==> config.mk <==
export PLATFORM = sky130hd
export DESIGN_NAME = ahbl_master_arb
export DESIGN_NICKNAME = d
export VERILOG_FILES = /design/src/rtl/ahbl_master_arb.sv
export SDC_FILE = /design/constraint.sdc
export NUM_CORES = 1
export LEC_CHECK = 0
export ABC_AREA = 1
export BUFFER_PORTS_ARGS = -buffer_cell sky130_fd_sc_hd__buf_2
export CAP_MARGIN = 40
export CORE_AREA = 5 5 166 168
export CTS_CLUSTER_SIZE = 14
export DETAILED_ROUTE_END_ITERATION = 12
export DIE_AREA = 0 0 171 173
export SETUP_SLACK_MARGIN = 0.15
export SLEW_MARGIN = 20
export SYNTH_ARGS = -nofsm -noshare
export SYNTH_HDL_FRONTEND = slang
export SYNTH_SLANG_ARGS = --single-unit
==> constraint.sdc <==
create_clock -name HCLK -period 2.7 [get_ports HCLK]
set_clock_uncertainty 0.2 [all_clocks]
set_input_delay 0.27 -clock HCLK [delete_from_list [all_inputs] [get_ports HCLK]]
set_output_delay 0.27 -clock HCLK [all_outputs]
set_load 0.1 [all_outputs]
==> src/rtl/ahbl_master_arb.sv <==
// AHB-lite N-to-1 master arbiter with per-master address-phase hold registers.
// Define ARB_RR_EN for round-robin arbitration; otherwise the lowest index wins.
module ahbl_master_arb #(
    parameter int NUM_M = 2,
    parameter int AW    = 32,
    parameter int DW    = 64
) (
    input  logic                HCLK,
    input  logic                HRESET,
    input  logic [NUM_M*AW-1:0] HADDR_M,
    input  logic [NUM_M*2-1:0]  HTRANS_M,
    input  logic [NUM_M-1:0]    HWRITE_M,
    input  logic [NUM_M*3-1:0]  HSIZE_M,
    input  logic [NUM_M*DW-1:0] HWDATA_M,
    output logic [NUM_M-1:0]    HREADY_M,
    output logic [DW-1:0]       HRDATA_M,
    output logic [AW-1:0]       HADDR,
    output logic [1:0]          HTRANS,
    output logic                HWRITE,
    output logic [2:0]          HSIZE,
    output logic [DW-1:0]       HWDATA,
    input  logic                HREADY,
    input  logic [DW-1:0]       HRDATA
);
    localparam int IW = (NUM_M > 2) ? 2 : 1;

    logic [AW-1:0]    live_addr  [NUM_M];
    logic [1:0]       live_trans [NUM_M];
    logic [2:0]       live_size  [NUM_M];
    logic [DW-1:0]    live_wdata [NUM_M];

    logic [AW-1:0]    hold_addr  [NUM_M];
    logic [1:0]       hold_trans [NUM_M];
    logic [2:0]       hold_size  [NUM_M];
    logic [NUM_M-1:0] hold_write;
    logic [NUM_M-1:0] pending;

    logic [NUM_M-1:0] ready_m;
    logic [NUM_M-1:0] req;
    logic             gnt_vld;
    logic [IW-1:0]    gnt_idx;
    logic [AW-1:0]    gnt_addr;
    logic [1:0]       gnt_trans;
    logic             gnt_write;
    logic [2:0]       gnt_size;

    logic [IW-1:0]    owner_p1;
    logic             owner_vld_p1;
    logic [AW-1:0]    last_addr;
    logic [1:0]       last_trans;
    logic             last_write;
    logic [2:0]       last_size;
`ifdef ARB_RR_EN
    logic [IW-1:0]    ptr;
`endif

    for (genvar g = 0; g < NUM_M; g++) begin : g_unpack
        assign live_addr[g]  = HADDR_M[g*AW +: AW];
        assign live_trans[g] = HTRANS_M[g*2 +: 2];
        assign live_size[g]  = HSIZE_M[g*3 +: 3];
        assign live_wdata[g] = HWDATA_M[g*DW +: DW];
    end

    // A master only presents a fresh request while it sees its own ready high.
    always_comb begin
        ready_m = '1;
        req     = '0;
        for (int i = 0; i < NUM_M; i++) begin
            if (owner_vld_p1 && owner_p1 == IW'(i))
                ready_m[i] = HREADY;
            else if (pending[i])
                ready_m[i] = 1'b0;
            req[i] = pending[i] | (live_trans[i][1] & ready_m[i]);
        end
    end

    always_comb begin
        int j;
        j       = 0;
        gnt_vld = 1'b0;
        gnt_idx = '0;
        for (int k = 0; k < NUM_M; k++) begin
`ifdef ARB_RR_EN
            j = (int'(ptr) + k) % NUM_M;
`else
            j = k;
`endif
            if (!gnt_vld && req[j]) begin
                gnt_vld = 1'b1;
                gnt_idx = IW'(j);
            end
        end
    end

    always_comb begin
        if (pending[gnt_idx]) begin
            gnt_addr  = hold_addr[gnt_idx];
            gnt_trans = hold_trans[gnt_idx];
            gnt_write = hold_write[gnt_idx];
            gnt_size  = hold_size[gnt_idx];
        end else begin
            gnt_addr  = live_addr[gnt_idx];
            gnt_trans = live_trans[gnt_idx];
            gnt_write = HWRITE_M[gnt_idx];
            gnt_size  = live_size[gnt_idx];
        end
    end

    // Slave-side address phase: live winner when ready, frozen copy during waits.
    always_comb begin
        HADDR  = last_addr;
        HWRITE = last_write;
        HSIZE  = last_size;
        HTRANS = 2'b00;
        if (!HRESET) begin
            if (HREADY && gnt_vld) begin
                HADDR  = gnt_addr;
                HTRANS = gnt_trans;
                HWRITE = gnt_write;
                HSIZE  = gnt_size;
            end else if (!HREADY) begin
                HTRANS = last_trans;
            end
        end
    end

    assign HWDATA   = owner_vld_p1 ? live_wdata[owner_p1] : '0;
    assign HRDATA_M = HRDATA;
    assign HREADY_M = ready_m;

    // Address phase -> data phase boundary
    always_ff @(posedge HCLK or posedge HRESET) begin
        if (HRESET) begin
            pending      <= '0;
            hold_write   <= '0;
            owner_vld_p1 <= 1'b0;
            owner_p1     <= '0;
            last_addr    <= '0;
            last_trans   <= 2'b00;
            last_write   <= 1'b0;
            last_size    <= 3'b000;
            for (int i = 0; i < NUM_M; i++) begin
                hold_addr[i]  <= '0;
                hold_trans[i] <= 2'b00;
                hold_size[i]  <= 3'b000;
            end
`ifdef ARB_RR_EN
            ptr          <= '0;
`endif
        end else begin
            for (int i = 0; i < NUM_M; i++) begin
                if (HREADY && gnt_vld && gnt_idx == IW'(i)) begin
                    pending[i] <= 1'b0;
                end else if (req[i] && !pending[i]) begin
                    pending[i]    <= 1'b1;
                    hold_addr[i]  <= live_addr[i];
                    hold_trans[i] <= live_trans[i];
                    hold_write[i] <= HWRITE_M[i];
                    hold_size[i]  <= live_size[i];
                end
            end
            if (HREADY) begin
                owner_vld_p1 <= gnt_vld;
                owner_p1     <= gnt_idx;
                if (gnt_vld) begin
                    last_addr  <= gnt_addr;
                    last_trans <= gnt_trans;
                    last_write <= gnt_write;
                    last_size  <= gnt_size;
`ifdef ARB_RR_EN
                    ptr        <= IW'((int'(gnt_idx) + 1) % NUM_M);
`endif
                end else begin
                    last_trans <= 2'b00;
                end
            end
        end
    end
endmodule

==> results of run 1 <==
==> metal layers <==
metal  vias up  wire (µm)
met3       101       2940
met1      4684      15600
met2       473      18500
met4         0       1340
met5         -          0
li1       4583          -
==> worst paths after layout <==
| kind | to | cells after the start | startpoint |
|---|---|---|---|
| hold reg to reg | hold_trans[3] | 2 | hold_trans[3] |
| setup reg to reg | hold_size[1] | 12 | owner_vld_p1 |
| min in group asynchronous | last_addr[25] | 4 | HRESET |
| setup / recovery | HSIZE[2] | 12 | owner_p1 |
| hold / removal | hold_size[5] | 3 | HSIZE_M[2] |
| max in group asynchronous | hold_size[3] | 5 | HRESET |
==> power breakdown <==
group          switching [µW]  leakage (µW)  internal [µW]
clock network             910      0.000273           1290
logic                    9750       0.00554           5580
registers                 449       0.00142           2600
==> timing repair <==
item / CTS / global route
hold endpoints to repair: 93 / 0
buffers inserted: 14 / 9
pin swaps: 6 / 60
hold buffers: 74 / 0
resized for setup: 42 / 202
cloned: 4 / 15
endpoints found under the setup margin: 72 / 90
==> synth_stat cells <==
library cell,instances
nand4_2,1
nor2_1,2
clkbuf_2,1
or2_2,25
or2_1,10
o21ai_0,45
or2_0,1
buf_1,8
nand3_4,1
nand4_1,73
nand3_1,150
a21oi_1,65
nand2_2,5
buf_4,78
o21ai_1,32
clkbuf_1,39
dfrtp_1,118
nand3_2,3
inv_2,5
buf_6,14
and2_1,36
nand2_1,368
inv_1,159
a21oi_4,1
buf_2,16
nor2_4,1
==> layout by cell type, fill, tap and decap left out, drive strengths merged <==
cell / instances
nand2: 373
buf: 371
inv: 166
nand3: 154
dfrtp: 118
o21ai: 77
dlygate4sd3: 74
nand4: 74
a21oi: 66
and2: 36
or2: 36
clkbuf: 30
clkinv: 8
nor2: 3
clkinvlp: 3
bufinv: 1
==> cells by family after synthesis <==
logic type	after synthesis
flip-flops	118
AND/OR/NAND/NOR	676
buffers and inverters	320
AO/OA/AOI/OAI	143
==> layout make-up <==
type / instances / area, µm²
clock buffers: 18 / 439
clock inverters: 14 / 125
fillers: 2233 / 11100
inverters: 164 / 627
multi-input cells: 819 / 5090
flip-flops and latches: 118 / 2960
well taps: 335 / 419
repair buffers: 457 / 5000
==> registers in the layout, summed over array words and instances, names as in the netlist <==
| register | cells |
|---|---|
| hold_addr | 64 |
| last_addr | 32 |
| hold_size | 6 |
| hold_trans | 4 |
| last_size | 3 |
| hold_write | 2 |
| last_trans | 2 |
| pending | 2 |
| last_write | 1 |
| owner_p1 | 1 |
| owner_vld_p1 | 1 |
==> worst max-delay path, cell delays in order, from the launching register on <==
cell and delay, ns:
dfrtp_2 0.44, inv_4 0.09, nand2_4 0.06, nand2_4 0.07, nand3_4 0.13, a21oi_4 0.25, buf_4 0.18, buf_12 0.15
nand3_2 0.09, nand3_2 0.12, nand3_2 0.08, nand2_2 0.10, buf_12 0.18
==> metrics by stage <==
stage | hold slack (ns) | instance area, µm² | TNS (ns) | setup WS, ns
floorplan | 0.133 | 8760 | 0 | 0.122
detailed placement | 0.252 | 11700 | 0 | 0.207
global route | 0.0179 | 14700 | -9.60 | -0.303
CTS | 0.000468 | 13400 | -3.54 | -0.119
finish | 0.00775 | 14700 | -4.64 | -0.154
global placement | 0.239 | 11700 | 0 | 0.231
==> key figures, run 1 <==
Run status
  • Outcome: complete, but fails checks
  • Failing checks: negative setup slack

Global routing
  • M1 GR Usage: a little under a third
  • GR Layer Usage met2: approximately 36%
  • Initial antenna violation count: 2
  • Grt met3 use: roughly 4.2%
  • Vias in the first global route: ~9.1k
  • Largest net degree at the start of global routing: 71
  • GRT busiest layer: met2
  • First-pass GRT wire length: 51900 µm
  • Global route overflow: 0
  • GRT Resource Usage Total: 22.1%

Clock tree
  • H-Tree Depth: 4
  • Worst-path clk slew: about 0.06 ns
  • Root buffer cell: clkbuf_16
  • Num CTS Buffers: 17
  • Clock buffer depth: 2
  • TritonCTS clock tree: yes
  • Clk Latency, worst-skew pair: 0.41 ns
  • CTS sink count: 118

Place
  • Placed cells: 1776
  • I/O Buffers: 310
  • Post-DP HPWL: 23800 µm
  • Gpl congestion: between 0.9 and 1

Die
  • Io pins: approximately 440
  • Starting density of the core: about a third
  • Die Span Y: roughly 170 µm
  • Row cnt: between 50 and 60
  • Core ar.: between 20000 and 30000 µm²
  • Chip Width: 171 µm
  • Die area: between 20000 and 30000 µm²

Min path
  • Min-delay worst type: input port to register

Timing
  • Peak Freq: between 0.3 and 0.4 GHz
  • Count of final max-slew check failures: 0
  • Rel. slew slack: between 60% and 70%
  • Final Hold Viols: 0
  • Period Utilization, post-route: 106%
  • Min cycle time layout: ~2.9 ns
  • RSZ-0062 raised after global routing: yes
  • Measured slew at the worst slew-check pin: between 0.5 and 0.6 ns
  • Final setup vio count: 38
  • PnR worst setup slack: -0.154 ns

Logic synthesis
  • Synth Area in Simple Gates: 37.3%
  • Mux contribution to synthesized area: 0%
  • Post-Synthesis Cells: 1257
  • Yosys reg bits: 118
  • Area leader, netlist: dfrtp_1
  • Share of the synthesized area in the top cell type: 34.9%
  • Adder-cell share of the synthesized area: 0%
  • Synth Area in XOR/XNOR: 0%
  • Top cells by area, synth: dfrtp_1 35%, nand2_1 16%, nand3_1 8.9%
  • Post-synthesis sequential area ratio: around a third
  • Netlist cell types: 26
  • Largest family of logic cells by synthesized area: simple AND/OR/NAND/NOR gates
  • Mapped Area: between 8000 and 9000 µm²
  • Synthesized net count: between 1.5k and 2k
  • YS warnings: 0
  • Syn Area/Cell: approximately 6.7 µm²
  • Compound-cell area share of the yosys netlist: about 8.6%

Layout
  • Layout net count: roughly 1.8k
  • Final core occ: between 50% and 60%
  • Share of cells above drive strength 1: a little under half
  • Final std cells w/o fill: 1925
  • Synth-to-Final Area Change: 73.4%
  • Antenna diode count: 0

Setup path
  • Max Fanout on Critical Path: 12
  • Arr. time, crit path: 2.38 ns
  • Crit path required time: between 2 and 2.5 ns
  • R2R setup slack: 0.47 ns
  • Critical path startpoint category: register
  • Crit end category: output pin
  • Setup CP Type: register to output pin

Power and ir drop
  • VDD IR-drop max: around 960 µV
  • Power Dens Cells: approximately 1400 nW/µm²
  • Leak: 0.00724 µW
  • Overall power: 20600 µW

Route
  • First drt pass iteration count: 6
  • Antenna Nets Post-Route: 0
  • Via density: 5.11
  • Final routed DRC violation total: 0
  • Initial DRC count: 802
  • DR WL/cell: between 15 and 20 µm
  • Final WL: between 30000 and 40000 µm
  • Via Count: 9841

Job
  • Max Cap Viol: 0
(Power assumes the default switching activity.)
==> run 2: changes to the inputs <==
- ABC_AREA: 1 -> default
- CORE_AREA: 5 5 166 168 -> 2 2 170 172
- DIE_AREA: 0 0 171 173 -> 0 0 172 174
==> run 2 against run 1 <==
Against the previous run:
- the run still ends with negative setup slack left
- total power fell by 44%
- combinational power down 58%
- global-route usage decreased by 0.89 points
- area after synthesis is 5.6% lower
- worst hold slack improved by 0.024 ns
- die area rose by 1.2%
- design area is 3.8% lower
- wire length shrank 14%
==> key figures, run 2 <==
Layout
  • Layout net count: 1478
  • Synth-to-Final Area Change: 76.9%
  • Top Registers: hold_addr (64), last_addr (32), hold_size (6)
  • Commonest non-fill, non-tap cells in the layout: 207 x buf_2, 116 x dfrtp_1, 114 x buf_12
  • Share of cells above drive strength 1: 52.5%
  • Largest Register: hold_addr
  • Largest register FFs: 64
  • Commonest non-fill, non-tap cell in the layout: buf_2
  • Final std cells w/o fill: 1606

Setup path
  • Crit-path cells: or4b_4 -> a221oi_4 -> buf_6 -> or2_4 -> buf_12 -> buf_16 -> o31ai_4 -> buf_12
  • Crit end category: output pin
  • Max Fanout on Critical Path: 5
  • Crit-path leading delay family: simple AND/OR/NAND/NOR gates
  • Crit path buffers/inverters: 4
  • R2R Path End: last_addr[9]
  • Crit-path max cell delay: roughly 0.55 ns
  • Worst path depth: 8
  • Setup CP Type: register to output pin
  • Crit-path slowest cell: or4b_4
  • R2R setup slack: roughly 0.24 ns
  • Launch point of the worst reg-to-reg path: pending[0]
  • Crit path required time: roughly 2.2 ns
  • Most used cell, CP: buf_12
  • Arr. time, crit path: between 2 and 3 ns
  • Cells on worst reg2reg path: 7
  • Critical path startpoint category: register

Logic synthesis
  • YS warnings: 0
  • Most frequent cells after synthesis: 118 x dfrtp_1, 109 x o21ai_0, 101 x nor2_1
  • Yosys reg bits: roughly 120
  • Mapped Area: 7970 µm²
  • Post-synthesis sequential area ratio: between 30 and 40%
  • Count leader, synth: dfrtp_1
  • Area leader, netlist: dfrtp_1
  • Share of the synthesized area in the top cell type: a little under two fifths
  • Netlist cell types: 39
  • Main synth FF type: dfrtp_1
  • Post-Synthesis Cells: around 850
  • Top cells by area, synth: dfrtp_1 37%, o31ai_1 9.4%, mux2_2 9.0%
  • Synthesized net count: approximately 1.1k
  • Syn Area/Cell: between 9 and 10 µm²
  • Number of flops mapped to enable cells by yosys: 0
  • Post-synthesis async set-or-reset flop share: 100%

Timing
  • Measured slew at the worst slew-check pin: between 0.6 and 0.7 ns
  • PnR worst setup slack: -0.412 ns
  • RSZ-0062 raised after global routing: yes
  • Rel. slew slack: between 50% and 60%
  • Final setup vio count: 37
  • Final hold slack: around 0.032 ns
  • Final Hold Viols: 0
  • Count of final max-slew check failures: 0
  • Setup TNS: -14.28 ns
  • Min cycle time layout: 3.11 ns
  • Period Utilization, post-route: 115%
  • Peak Freq: 0.321 GHz

Min path
  • Min-delay src: HREADY
  • Hold Path Sink: pending[1]
  • Min-delay worst type: input port to register
  • Hold path cells: 3

Global routing
  • Initial antenna violation count: 12
  • First-pass GRT wire length: a little under 50000 µm
  • Global route overflow: 0
  • M1 GR Usage: between 20% and 30%
  • GR Layer Usage met2: 34.1%
  • Vias in the first global route: ~8.1k
  • Largest net degree at the start of global routing: 68
  • GRT Resource Usage Total: about a fifth
  • Grt met3 use: 5.08%
  • GRT busiest layer: met2

Job
  • Max Cap Viol: 0

Place
  • Gpl congestion: ~0.8
  • Post-DP HPWL: around 23000 µm
  • Placed cells: around 1.5k
  • I/O Buffers: 310
  • Pre-CTS setup slack: -0.0181 ns

Power and ir drop
  • VDD IR-drop max: 461 µV
  • Leak: roughly 0.0060 µW
  • Power Dens Cells: about 820 nW/µm²
  • Overall power: 11500 µW

Die
  • Core ar.: approximately 28000 µm²
  • Io pins: 439
  • Die Span Y: between 150 and 200 µm
  • Starting density of the core: between 20 and 30%
  • Chip Width: 172 µm
  • Row cnt: 62
  • Die area: between 20000 and 30000 µm²

Clock tree
  • Worst-path clk slew: 0.06 ns
  • Clock buffer depth: 2
  • H-Tree Depth: 4
  • Root buffer cell: clkbuf_16
  • CTS sink count: roughly 120
  • Clk Latency, worst-skew pair: around 0.42 ns
  • TritonCTS clock tree: yes
  • Num CTS Buffers: 17

Route
  • Final WL: ~33000 µm
  • Initial DRC count: 556
  • Via density: 5.15
  • Via Count: between 8k and 9k
  • Antenna Nets Post-Route: 0
  • Final routed DRC violation total: 0
  • DR WL/cell: between 20 and 25 µm
  • First drt pass iteration count: 7

Run status
  • Failing checks: negative setup slack
  • Outcome: complete, but fails checks
run 2: cell count changes in the layout (fill, tap and decap cells not counted), sizes merged, moves of 33 or more:
cell | previous run | this run
and2 | 36 | 3
buf | 371 | 414
or2 | 36 | 3
nand3 | 154 | 37
nor2 | 3 | 101
mux2 | 0 | 74
o21ai | 77 | 110
mux2i | 0 | 64
a2111o | 0 | 36
o31ai | 0 | 100
a21oi | 66 | 4
nand4 | 74 | 1
inv | 166 | 8
nand2 | 373 | 8
run 2: final cells by class:
class	instances	area [µm²]
fill	2548	14100
timing repair buffer	496	5120
multi-input combinational	569	4890
sequential	118	2960
tap	384	480
clock buffer	17	425
clock inverter	15	193
inverter	5	27.5
antenna	2	5.00
run 2: repair_timing:
action | in CTS | in global routing
pin swaps | 8 | 1
setup buffers | 7 | 6
hold buffers | 77 | 0
hold endpoints to repair | 102 | 0
endpoints found under the setup margin | 39 | 57
cloned | 6 | 3
resized for setup | 47 | 8
run 2: worst max-delay path by stage:
| stage | to | slack [ns] | from |
|---|---|---|---|
| final | HADDR[14] | -0.41 | pending[0] |
| after global routing | HADDR[25] | -0.48 | pending[0] |
| after CTS | HADDR[30] | -0.43 | pending[0] |
| after detailed placement | HADDR[14] | -0.02 | pending[0] |
| after global placement | HADDR[7] | -0.02 | pending[0] |
| after floorplan | HADDR[10] | -1.24 | HRESET |
run 2: tightest hold or removal path, stage by stage:
cell	delay (ns)
buf_2	0.12
buf_4	0.15
a21oi_1	0.06
run 2: cell families (layout without fill, tap and decap cells):
logic type	after synthesis	in the layout	share of synthesized area (%)
AO/OA/AOI/OAI	268	268	23.7
flip-flops	118	118	37.0
multiplexers	138	138	18.5
AND/OR/NAND/NOR	163	163	9.04
buffers and inverters	158	533	11.8
other	0	2	0
run 2: metal layers:
layer | share of wire, % | vias to the layer above
met5 | 0.36 | -
met4 | 2.3 | 20
met3 | 5.8 | 78
met2 | 48 | 291
met1 | 44 | 4056
li1 | - | 3828
run 2: metrics by stage:
stage	utilization, %	cell area (µm²)
finish	49.9	14100
detailed placement	43.0	12100
global route	49.9	14100
floorplan	-	8730
CTS	49.4	13900
global placement	42.9	12100
run 2: where the power goes:
group          total, µW  switching [µW]  internal [µW]  leakage (µW)
registers           2590             260           2330       0.00140
logic               6480            3940           2540       0.00432
clock network       2440             965           1480      0.000295
==> run 3: changes to the inputs <==
- ABC_AREA: default -> 1
- CORE_AREA: 2 2 170 172 -> 2 2 173 175
- DIE_AREA: 0 0 172 174 -> 0 0 175 177
==> run 3 against run 2 <==
Against the previous run:
- the flow finishes with violations (negative hold slack, negative setup slack)
- setup slack gained 0.30 ns
- sequential power grew 17%
- design area shrank 0.73%
- register-to-register slack gained 0.27 ns
- die area grew 3.5%
- sequential share of layout area grew 0.12 points
- clock-buffer cell count grew 1
- via count grew 13%
- worst hold slack lost 0.28 ns
- global-route usage grew 0.36 points
- critical path type unchanged
- critical endpoint is now HADDR[8]
==> key figures, run 3 (synthesis gave the netlist of run 1 again) <==
Clock tree
  • Worst-path clk slew: about 0.060 ns
  • Num CTS Buffers: 17
  • Hold_buf cts: 78
  • TritonCTS clock tree: yes
  • H-Tree Depth: 4
  • Clk Latency, worst-skew pair: about 0.43 ns
  • Clock buffer depth: 2
  • Root buffer cell: clkbuf_16
  • CTS sink count: between 100 and 150

Layout
  • Largest Register: hold_addr
  • Layout net count: about 1.8k
  • Commonest non-fill, non-tap cell in the layout: nand2_1
  • Commonest non-fill, non-tap cells in the layout: 321 x nand2_1, 207 x buf_2, 157 x inv_1
  • Share of cells above drive strength 1: between 40% and 50%
  • Top Registers: hold_addr (64), last_addr (32), hold_size (6)
  • Synth-to-Final Area Change: 65.7%
  • Largest register FFs: 64

Timing
  • Final Hold Viols: 10
  • Min cycle time layout: roughly 2.8 ns
  • Final setup vio count: 37
  • Final hold slack: -0.245 ns
  • Rel. slew slack: approximately half
  • Peak Freq: approximately 0.36 GHz
  • Measured slew at the worst slew-check pin: roughly 0.76 ns
  • RSZ-0062 raised after global routing: yes
  • Period Utilization, post-route: 104%
  • Count of final max-slew check failures: 0
  • PnR worst setup slack: -0.111 ns

Setup path
  • Arr. time, crit path: roughly 2.3 ns
  • Launch point of the worst reg-to-reg path: pending[0]
  • Critical path startpoint category: register
  • Most used cell, CP: nand3_2
  • Setup CP Type: register to output pin
  • Crit-path max cell delay: between 0.4 and 0.5 ns
  • Crit-path cells: inv_2 -> nand3_2 -> nand3_4 -> nand3_4 -> buf_12 -> buf_12 -> nand2_4 -> nand3_2 -> nand3_2 -> nand3_2 -> nand2_2 -> buf_12
  • Crit-path leading delay family: simple AND/OR/NAND/NOR gates
  • Crit end category: output pin
  • Crit-path slowest cell: dfrtp_2
  • Crit path required time: ~2.2 ns
  • Max Fanout on Critical Path: 8
  • Worst setup path start: owner_p1
  • Crit path buffers/inverters: 4

Place
  • Post-DP HPWL: between 20000 and 25000 µm
  • Gpl congestion: 0.838
  • I/O Buffers: 310
  • Pre-CTS setup slack: between 0.07 and 0.08 ns

Global routing
  • Initial antenna violation count: 7
  • First-pass GRT wire length: a little over 50000 µm
  • GRT Resource Usage Total: between 20% and 30%
  • Global route overflow: 0
  • Largest net degree at the start of global routing: 76
  • Vias in the first global route: about 9.3k

Min path
  • Min-delay worst type: input port to async pin

Die
  • Chip Width: about 180 µm
  • Die Span Y: around 180 µm
  • Core ar.: 29200 µm²
  • Starting density of the core: 28.9%
  • Die area: 31000 µm²
  • Io pins: around 440
  • Row cnt: 63

Route
  • Final routed DRC violation total: 0
  • First drt pass iteration count: 5
  • Final WL: 33800 µm
  • Antenna Nets Post-Route: 0
  • Initial DRC count: a little under 600
  • Via density: between 4 and 5
  • Via Count: slightly above 9k
  • DR WL/cell: roughly 17 µm

Power and ir drop
  • Power Dens Cells: about 1400 nW/µm²
  • Leak: about 0.0069 µW
  • VDD IR-drop max: between 800 and 900 µV

Run status
  • Failing checks: negative hold slack, negative setup slack
  • Outcome: complete, but fails checks

Job
  • Max Cap Viol: 0
[run 3: final timing paths]
check / end / slack (ns) / cells after the start
worst max-delay path: HADDR[8] / -0.11 / 12
worst min-delay path: hold_size[5] / -0.24 / 2
worst max register to register: hold_addr[44] / 0.51 / 5
worst min register to register: hold_trans[1] / 0.26 / 2
max in group asynchronous: hold_trans[3] / 1.44 / 4
min in group HCLK: owner_p1 / 0.05 / 3
[run 3: cell type report]
type,instances,area [µm²]
diodes,4,10.0
fillers,2853,15200
well taps,390,488
clock inverters,14,166
multi-input cells,819,4730
flip-flops and latches,118,2960
inverters,164,627
repair buffers,438,4590
clock buffers,18,429
[run 3: per-stage QoR]
| stage | cell area (µm²) | TNS, ns | utilization, % | total power [µW] | instances |
|---|---|---|---|---|---|
| 2_1_floorplan | 8760 | 0 | - | 12200 | 1257 |
| 6_report | 14000 | -2.33 | 47.9 | 19500 | 1965 |
| 3_5_place_dp | 11700 | 0 | 40.0 | 15900 | 1834 |
| 5_1_grt | 14000 | -7.19 | 47.8 | 20500 | 1961 |
| 4_1_cts | 13700 | -3.58 | 46.7 | 19200 | 1958 |
| 3_3_place_gp | 11700 | 0 | 40.0 | 15800 | 1834 |
[run 3: repair_timing]
item                                   4_1_cts  5_1_grt
buffers inserted                            11        2
gates cloned                                 3        1
gates resized for setup                    101       57
setup endpoints to repair                  102       92
pin swaps                                   19        8
endpoints found under the hold margin       94       10
[run 3: worst reg2reg max path: cells and delay by family, from the launching register on]
kind	cells	cell delay [ns]
DFF	1	0.44
buffers and inverters	3	0.97
and+or+nand+nor	1	0.16
AOI/OAI and AO/OA	1	0.26
[run 3: power by group]
group	switching, µW	leakage, µW	total, µW	internal [µW]
Sequential	433	0.00142	3030	2600
Clock	952	0.000282	2340	1390
Combinational	9120	0.00521	14100	4960
[run 3: layer usage]
layer | part of all wire (%) | up-vias | GRT usage [%]
met3 | 6.4 | 58 | 4.81
met1 | 44 | 4414 | 28.1
met2 | 47 | 322 | 35.6
met4 | 2.2 | 0 | 7.08
met5 | 0 | - | 0
li1 | - | 4552 | -
